**src/rtl/mem_bus_if.sv**
```systemverilog
// Single-outstanding valid/ready memory bus between the access unit and the memory.
// The master issues one request at a time; read data returns later on rvalid/rdata.
interface mem_bus_if #(
  parameter int ADDR_WIDTH = 32
) ();
  logic                  valid;
  logic                  ready;
  logic [ADDR_WIDTH-1:0] addr;
  logic                  we;
  logic [3:0]            wstrb;
  logic [31:0]           wdata;
  logic                  rvalid;
  logic [31:0]           rdata;

  modport master (
    output valid, addr, we, wstrb, wdata,
    input  ready, rvalid, rdata
  );

  modport slave (
    input  valid, addr, we, wstrb, wdata,
    output ready, rvalid, rdata
  );
endinterface

```
**src/rtl/mem_access_unit.sv**
```systemverilog
// Multicycle memory access unit: turns the control FSM's per-state memory controls into one
// bus transaction at a time, holds the instruction register and returns extended load data.
module mem_access_unit #(
  parameter int          ADDR_WIDTH = 32,
  parameter int          TIMEOUT    = 64,
  parameter logic [31:0] NOP_INSTR  = 32'h0000_0013
) (
  input  logic                  clk,
  input  logic                  rst,
  input  logic                  i_mem_addr_src,
  input  logic [ADDR_WIDTH-1:0] i_pc,
  input  logic [ADDR_WIDTH-1:0] i_result,
  input  logic                  i_instr_write_en,
  input  logic                  i_load_req,
  input  logic                  i_mem_write_en,
  input  logic [2:0]            i_func_3,
  input  logic [31:0]           i_write_data,
  output logic                  o_busy,
  output logic                  o_done,
  output logic                  o_fault,
  output logic [31:0]           o_instr,
  output logic [31:0]           o_read_data,
  mem_bus_if.master             bus
);

  localparam int CNT_W = $clog2(TIMEOUT + 1);

  typedef enum logic [1:0] {S_IDLE, S_REQ, S_WAIT, S_DONE} state_t;
  typedef enum logic [1:0] {K_FETCH, K_LOAD, K_STORE} kind_t;

  state_t           state;
  kind_t            kind;
  logic [2:0]       func_3;
  logic [1:0]       lane;
  logic [CNT_W-1:0] tmo_cnt;

  logic                  start;
  kind_t                 start_kind;
  logic [ADDR_WIDTH-1:0] start_addr;
  logic                  start_ok;
  logic                  tmo_hit;

  function automatic logic access_ok(input kind_t k, input logic [2:0] f3, input logic [1:0] ln);
    logic ok;
    ok = 1'b0;
    case (k)
      K_FETCH: ok = (ln == 2'b00);
      K_STORE: begin
        case (f3)
          3'b000:  ok = 1'b1;
          3'b001:  ok = !ln[0];
          3'b010:  ok = (ln == 2'b00);
          default: ok = 1'b0;
        endcase
      end
      default: begin
        case (f3)
          3'b000, 3'b100: ok = 1'b1;
          3'b001, 3'b101: ok = !ln[0];
          3'b010:         ok = (ln == 2'b00);
          default:        ok = 1'b0;
        endcase
      end
    endcase
    return ok;
  endfunction

  function automatic logic [31:0] load_extend(input logic [31:0] word, input logic [1:0] ln,
                                              input logic [2:0] f3);
    logic signed [7:0]  b;
    logic signed [15:0] h;
    logic [31:0]        r;
    b = word[{ln, 3'b000} +: 8];
    h = word[{ln[1], 4'b0000} +: 16];
    case (f3)
      3'b000:  r = 32'(b);
      3'b001:  r = 32'(h);
      3'b100:  r = {24'd0, b};
      3'b101:  r = {16'd0, h};
      default: r = word;
    endcase
    return r;
  endfunction

  function automatic logic [3:0] store_strobe(input logic [2:0] f3, input logic [1:0] ln);
    case (f3)
      3'b000:  return 4'b0001 << ln;
      3'b001:  return 4'b0011 << ln;
      default: return 4'b1111;
    endcase
  endfunction

  function automatic logic [31:0] store_data(input logic [2:0] f3, input logic [31:0] wd);
    case (f3)
      3'b000:  return {4{wd[7:0]}};
      3'b001:  return {2{wd[15:0]}};
      default: return wd;
    endcase
  endfunction

  always_comb begin
    start      = i_mem_write_en | i_instr_write_en | i_load_req;
    start_kind = i_mem_write_en ? K_STORE : (i_instr_write_en ? K_FETCH : K_LOAD);
    start_addr = i_mem_addr_src ? i_result : i_pc;
    start_ok   = access_ok(start_kind, i_func_3, start_addr[1:0]);
    tmo_hit    = (tmo_cnt == CNT_W'(TIMEOUT - 1));
  end

  always_ff @(posedge clk) begin
    if (rst) begin
      state       <= S_IDLE;
      kind        <= K_FETCH;
      func_3      <= 3'b000;
      lane        <= 2'b00;
      tmo_cnt     <= '0;
      o_busy      <= 1'b0;
      o_done      <= 1'b0;
      o_fault     <= 1'b0;
      o_instr     <= NOP_INSTR;
      o_read_data <= 32'd0;
      bus.valid   <= 1'b0;
      bus.addr    <= '0;
      bus.we      <= 1'b0;
      bus.wstrb   <= 4'b0000;
      bus.wdata   <= 32'd0;
    end else begin
      case (state)
        S_IDLE: begin
          o_done  <= 1'b0;
          o_fault <= 1'b0;
          if (start) begin
            kind   <= start_kind;
            func_3 <= i_func_3;
            lane   <= start_addr[1:0];
            o_busy <= 1'b1;
            if (!start_ok) begin
              // Rejected before touching the bus: report straight away.
              state   <= S_DONE;
              o_done  <= 1'b1;
              o_fault <= 1'b1;
            end else begin
              state     <= S_REQ;
              tmo_cnt   <= '0;
              bus.valid <= 1'b1;
              bus.addr  <= {start_addr[ADDR_WIDTH-1:2], 2'b00};
              bus.we    <= (start_kind == K_STORE);
              bus.wstrb <= (start_kind == K_STORE) ? store_strobe(i_func_3, start_addr[1:0])
                                                   : 4'b0000;
              if (start_kind == K_STORE)
                bus.wdata <= store_data(i_func_3, i_write_data);
            end
          end
        end
        S_REQ: begin
          tmo_cnt <= tmo_cnt + 1'b1;
          if (bus.ready) begin
            bus.valid <= 1'b0;
            if (kind == K_STORE) begin
              state  <= S_DONE;
              o_done <= 1'b1;
            end else begin
              state <= S_WAIT;
            end
          end else if (tmo_hit) begin
            bus.valid <= 1'b0;
            state     <= S_DONE;
            o_done    <= 1'b1;
            o_fault   <= 1'b1;
          end
        end
        S_WAIT: begin
          tmo_cnt <= tmo_cnt + 1'b1;
          if (bus.rvalid) begin
            if (kind == K_FETCH) o_instr <= bus.rdata;
            else                 o_read_data <= load_extend(bus.rdata, lane, func_3);
            state  <= S_DONE;
            o_done <= 1'b1;
          end else if (tmo_hit) begin
            state   <= S_DONE;
            o_done  <= 1'b1;
            o_fault <= 1'b1;
          end
        end
        default: begin
          state   <= S_IDLE;
          o_done  <= 1'b0;
          o_fault <= 1'b0;
          o_busy  <= 1'b0;
        end
      endcase
    end
  end

endmodule
```
**src/flat_wrapper.sv**
```systemverilog
// flat-port wrapper written by rule: the top's interface ports become plain ports
module mem_access_unit_flat 
#(
  parameter int          ADDR_WIDTH = 32,
  parameter int          TIMEOUT    = 64,
  parameter logic [31:0] NOP_INSTR  = 32'h0000_0013
)
  (clk, rst, i_mem_addr_src, i_pc, i_result, i_instr_write_en, i_load_req, i_mem_write_en, i_func_3, i_write_data, o_busy, o_done, o_fault, o_instr, o_read_data, bus_valid, bus_addr, bus_we, bus_wstrb, bus_wdata, bus_ready, bus_rvalid, bus_rdata);
  mem_bus_if #(.ADDR_WIDTH(ADDR_WIDTH)) bus_i ();
  input  logic clk;
  input  logic rst;
  input  logic i_mem_addr_src;
  input  logic [ADDR_WIDTH-1:0] i_pc;
  input  logic [ADDR_WIDTH-1:0] i_result;
  input  logic i_instr_write_en;
  input  logic i_load_req;
  input  logic i_mem_write_en;
  input  logic [2:0] i_func_3;
  input  logic [31:0] i_write_data;
  output logic o_busy;
  output logic o_done;
  output logic o_fault;
  output logic [31:0] o_instr;
  output logic [31:0] o_read_data;
  output wire logic [$bits(bus_i.valid)-1:0] bus_valid;
  output wire logic [$bits(bus_i.addr)-1:0] bus_addr;
  output wire logic [$bits(bus_i.we)-1:0] bus_we;
  output wire logic [$bits(bus_i.wstrb)-1:0] bus_wstrb;
  output wire logic [$bits(bus_i.wdata)-1:0] bus_wdata;
  input wire logic [$bits(bus_i.ready)-1:0] bus_ready;
  input wire logic [$bits(bus_i.rvalid)-1:0] bus_rvalid;
  input wire logic [$bits(bus_i.rdata)-1:0] bus_rdata;
  assign bus_valid = bus_i.valid;
  assign bus_addr = bus_i.addr;
  assign bus_we = bus_i.we;
  assign bus_wstrb = bus_i.wstrb;
  assign bus_wdata = bus_i.wdata;
  assign bus_i.ready = bus_ready;
  assign bus_i.rvalid = bus_rvalid;
  assign bus_i.rdata = bus_rdata;
  mem_access_unit #(.ADDR_WIDTH(ADDR_WIDTH), .TIMEOUT(TIMEOUT), .NOP_INSTR(NOP_INSTR)) u_core (.clk(clk), .rst(rst), .i_mem_addr_src(i_mem_addr_src), .i_pc(i_pc), .i_result(i_result), .i_instr_write_en(i_instr_write_en), .i_load_req(i_load_req), .i_mem_write_en(i_mem_write_en), .i_func_3(i_func_3), .i_write_data(i_write_data), .o_busy(o_busy), .o_done(o_done), .o_fault(o_fault), .o_instr(o_instr), .o_read_data(o_read_data), .bus(bus_i));
endmodule
```
**config.mk**
```make
export PLATFORM = sky130hd
export DESIGN_NAME = mem_access_unit_flat
export DESIGN_NICKNAME = d
export VERILOG_FILES = /design/src/rtl/mem_bus_if.sv /design/src/rtl/mem_access_unit.sv /design/src/flat_wrapper.sv
export SDC_FILE = /design/constraint.sdc
export NUM_CORES = 1
export LEC_CHECK = 0
export BUFFER_PORTS_ARGS = -buffer_cell sky130_fd_sc_hd__buf_2
export CAP_MARGIN = 20
export CORE_AREA = 2 2 134 136
export CTS_CLUSTER_DIAMETER = 200
export DETAILED_ROUTE_END_ITERATION = 8
export DIE_AREA = 0 0 136 138
export PLACE_DENSITY_LB_ADDON = 0.25
export REMOVE_ABC_BUFFERS = 1
export SLEW_MARGIN = 20
export SYNTH_ARGS = -nofsm -noshare
export SYNTH_HDL_FRONTEND = slang
export SYNTH_SLANG_ARGS = --single-unit
export TNS_END_PERCENT = 1
```
**constraint.sdc**
```tcl
create_clock -name clk -period 3 [get_ports clk]
set_clock_uncertainty 0.2 [all_clocks]
set_input_delay 0.15 -clock clk [delete_from_list [all_inputs] [get_ports clk]]
set_output_delay 0.15 -clock clk [all_outputs]
set_load 0.02 [all_outputs]
```
==> results.ini <==
[timing]
slew_viol_final = 0
hold_ws_ns = 0.0156
fmax_ghz = 0.346
report.final.setup_viol = 0
rsz0062_at_grt = false
finalHoldViolations = 0
tightest_slew_ns = 0.686
relSlewSlack_pct = 54.2
fin_crit_sh_pct = 96.3
timing.final.crit_period_ns = 2.89

[run_status]
status = completed

[setup_path]
path_class = input port to register
cp.arrival_ns = 3.05
setup.worst_path.end = u_core.bus.wdata[11]
crit_path_start = i_pc[0]
crit_fanout = 53
worstReg2RegStart = u_core.state[0]
cp_common_cell = dlygate4sd3_1
cp-end-kind = register
critPathSlowestCell = dlygate4sd3_1
cp.required_ns = 3.16
reg2reg_depth = 8
worstPathCellList = dlygate4sd3_1 > buf_2 > mux2_4 > a2111o_1 > a21oi_4 > buf_12 > nor2_1 > a311oi_1 > dlygate4sd3_1
timing.rr.end = u_core.bus.wdata[11]
worst_setup_path_start_kind = input port
crit_path_max_incr_delay_ns = 0.58
rrSetupSlack_ns = 0.51

[finish]
final_util_pct = 59.6
fin_area_um2 = 10400
drive_gt1_share_pct = 27.8
synthToLayoutAreaGrowth_pct = 53.0
final_nets = 1380
antenna_cells = 0

[synth]
synthMuxAreaShare_pct = 10.1
synth_top_cell_area_share_pct = 44.3
yosysTopAreaCell = dfxtp_1
synth-xor-area-share_pct = 0
ys.flop_type = dfxtp_1
syn_inst = 837
async_flop_share_pct = 0
synth.distinct_cells = 49
yosys_warnings = 0
yosys-top-cells-area = dfxtp_1 (44%), nand2_1 (8.4%), mux2i_1 (8.2%)
syn_area_um2 = 6830
synth_top_family_by_area = compound AO/OA/AOI/OAI gates
synthAdderAreaFrac_pct = 1.10
syn_area_per_cell_um2 = 8.16
synth-edff-count = 0
synth-seq-cells = 151
synth-simple-area-share_pct = 19.7
synth_seq_area_share_pct = 44.3
synth-compound-area-share_pct = 19.8

[routing]
wl_per_cell_um = 15.6
finalWirelength_um = 23000
ant_nets = 0
vias = 7554
vias_per_cell = 5.12
drtPass1Iterations = 5
first_iter_violations = 451
drc = 0

[global_routing]
grt_usage_pct = 24.3
grt_max_degree = 63
gr-total-overflow = 0
antenna_found_initial = 0
grt_pass1_vias = 7309
grt_pass1_wl_um = 36600

[floorplan]
num_rows = 49
dieArea_um2 = 18800
pin_count = 276
die_w_um = 136
core_area_um2 = 17500
initial_core_util_pct = 38.9
die_h_um = 138

[clock_network]
clk_path_buf_depth = 2
htree_levels = 4
cts_tree = built
numCtsBuffers = 17
cts-resized-gates = 0
post-cts-setup-buffers = 0
ctsHoldBuffers = 147
clockRootBuffer = clkbuf_16
clk_pin_slew_ns = 0.06
cts.sinks = 151
clkLatencyLatePin_ns = 0.42

[pwr]
leakage_nw = 4.59
power_density_nw_per_um2 = 670
ir_drop_v = 0.000421

[place]
dpl_cell_area_um2 = 8460
dp_hpwl_um = 14600
gp_congestion = 0.802
io_buffers = 273

[hold_path]
hold_path.class = input port to register

[flow_run]
maxCapViolations = 0

==> metal layers <==
layer / GRT usage, % / up-vias / share of wire, %
li1: - / 3741 / -
met3: 7.19 / 35 / 7.4
met2: 41.9 / 292 / 49
met1: 28.8 / 3486 / 42
met5: 0 / - / 0
met4: 7.95 / 0 / 2.0
==> where the power goes <==
group / internal (mW) / switching (mW) / total, mW
Clock: 1.08 / 0.813 / 1.90
Sequential: 2.32 / 0.202 / 2.52
Combinational: 1.04 / 1.54 / 2.58
Total: 4.44 / 2.56 / 7.00
==> through the flow <==
stage	setup WS [ns]	setup TNS (ns)	cells	power (mW)
global placement	0.536	0	1298	4.90
floorplan	-0.124	-1.79	770	4.00
global route	0.00647	0	1475	7.41
detailed placement	0.499	0	1298	4.92
finish	0.110	0	1475	7.00
CTS	0.191	0	1475	7.03
==> sequential cells by signal (all words and copies together) (netlist names) <==
name and cells:
u_core.bus.wdata 32, u_core.o_instr 32, u_core.o_read_data 32, u_core.bus.addr 30, u_core.tmo_cnt 7, u_core.bus.wstrb 4, u_core.func_3 3, u_core.kind 2
u_core.lane 2, u_core.state 2, u_core.bus.valid 1, u_core.bus.we 1, u_core.o_busy 1, u_core.o_done 1, u_core.o_fault 1
==> how the worst min path moves through the flow <==
stage,endpoint,cells past startpoint,startpoint,slack (ns)
finish,u_core.o_read_data[15],2,rst,0.02
global route,u_core.o_read_data[11],2,rst,0.03
CTS,u_core.o_read_data[9],2,rst,0.004
detailed placement,u_core.o_instr[4],3,bus_rdata[4],0.19
global placement,u_core.o_instr[4],3,bus_rdata[4],0.19
floorplan,u_core.bus.wstrb[0],1,rst,0.02
==> synth_stat cells (all sizes together), types with 7 or more instances <==
cell type	number
nand2	152
dfxtp	151
nor2	119
a21oi	71
mux2i	56
clkbuf	55
a211oi	50
nor3	18
a311oi	17
a31oi	17
inv	14
buf	13
nand3	13
o21ai	13
a221oi	9
mux2	9
o221ai	7
==> cell type report <==
type | count | area, um^2
flip-flops and latches | 151 | 3020
clock inverters | 9 | 55.1
multi-input cells | 605 | 3500
inverters | 14 | 52.6
repair buffers | 446 | 3070
well taps | 229 | 287
fillers | 1533 | 7090
clock buffers | 21 | 460
==> layout by cell type (no fill, tap or decap), drive strengths merged, types with 6 or more instances in the layout <==
master and count:
nor2 119, a221oi 9, a21oi 71, o221ai 7, a311oi 17, a31oi 17
clkinv 8, mux2 9, nand3 13, nand2 152, ha 6, nor2b 6
nor3 18, dfxtp 151, dlygate4sd3 147, clkbuf 21, o21ai 13, mux2i 56
a211oi 50, inv 14, buf 299
==> cell families (layout without fill, tap and decap cells) <==
family / count (synthesis) / after routing
AO/OA/AOI/OAI: 203 / 203
adder cells (fa/ha/maj): 6 / 6
buffers and inverters: 82 / 490
flip-flops: 151 / 151
multiplexers: 66 / 66
other: 1 / 2
AND/OR/NAND/NOR: 328 / 328
==> worst max-delay path: cells and delay by family <==
kind	cells	cell delay, ns
AO/OA/AOI/OAI	3	0.98
buffers and inverters	4	1.51
multiplexers	1	0.30
AND/OR/NAND/NOR	1	0.09
Power figures use the tool's default switching activity.
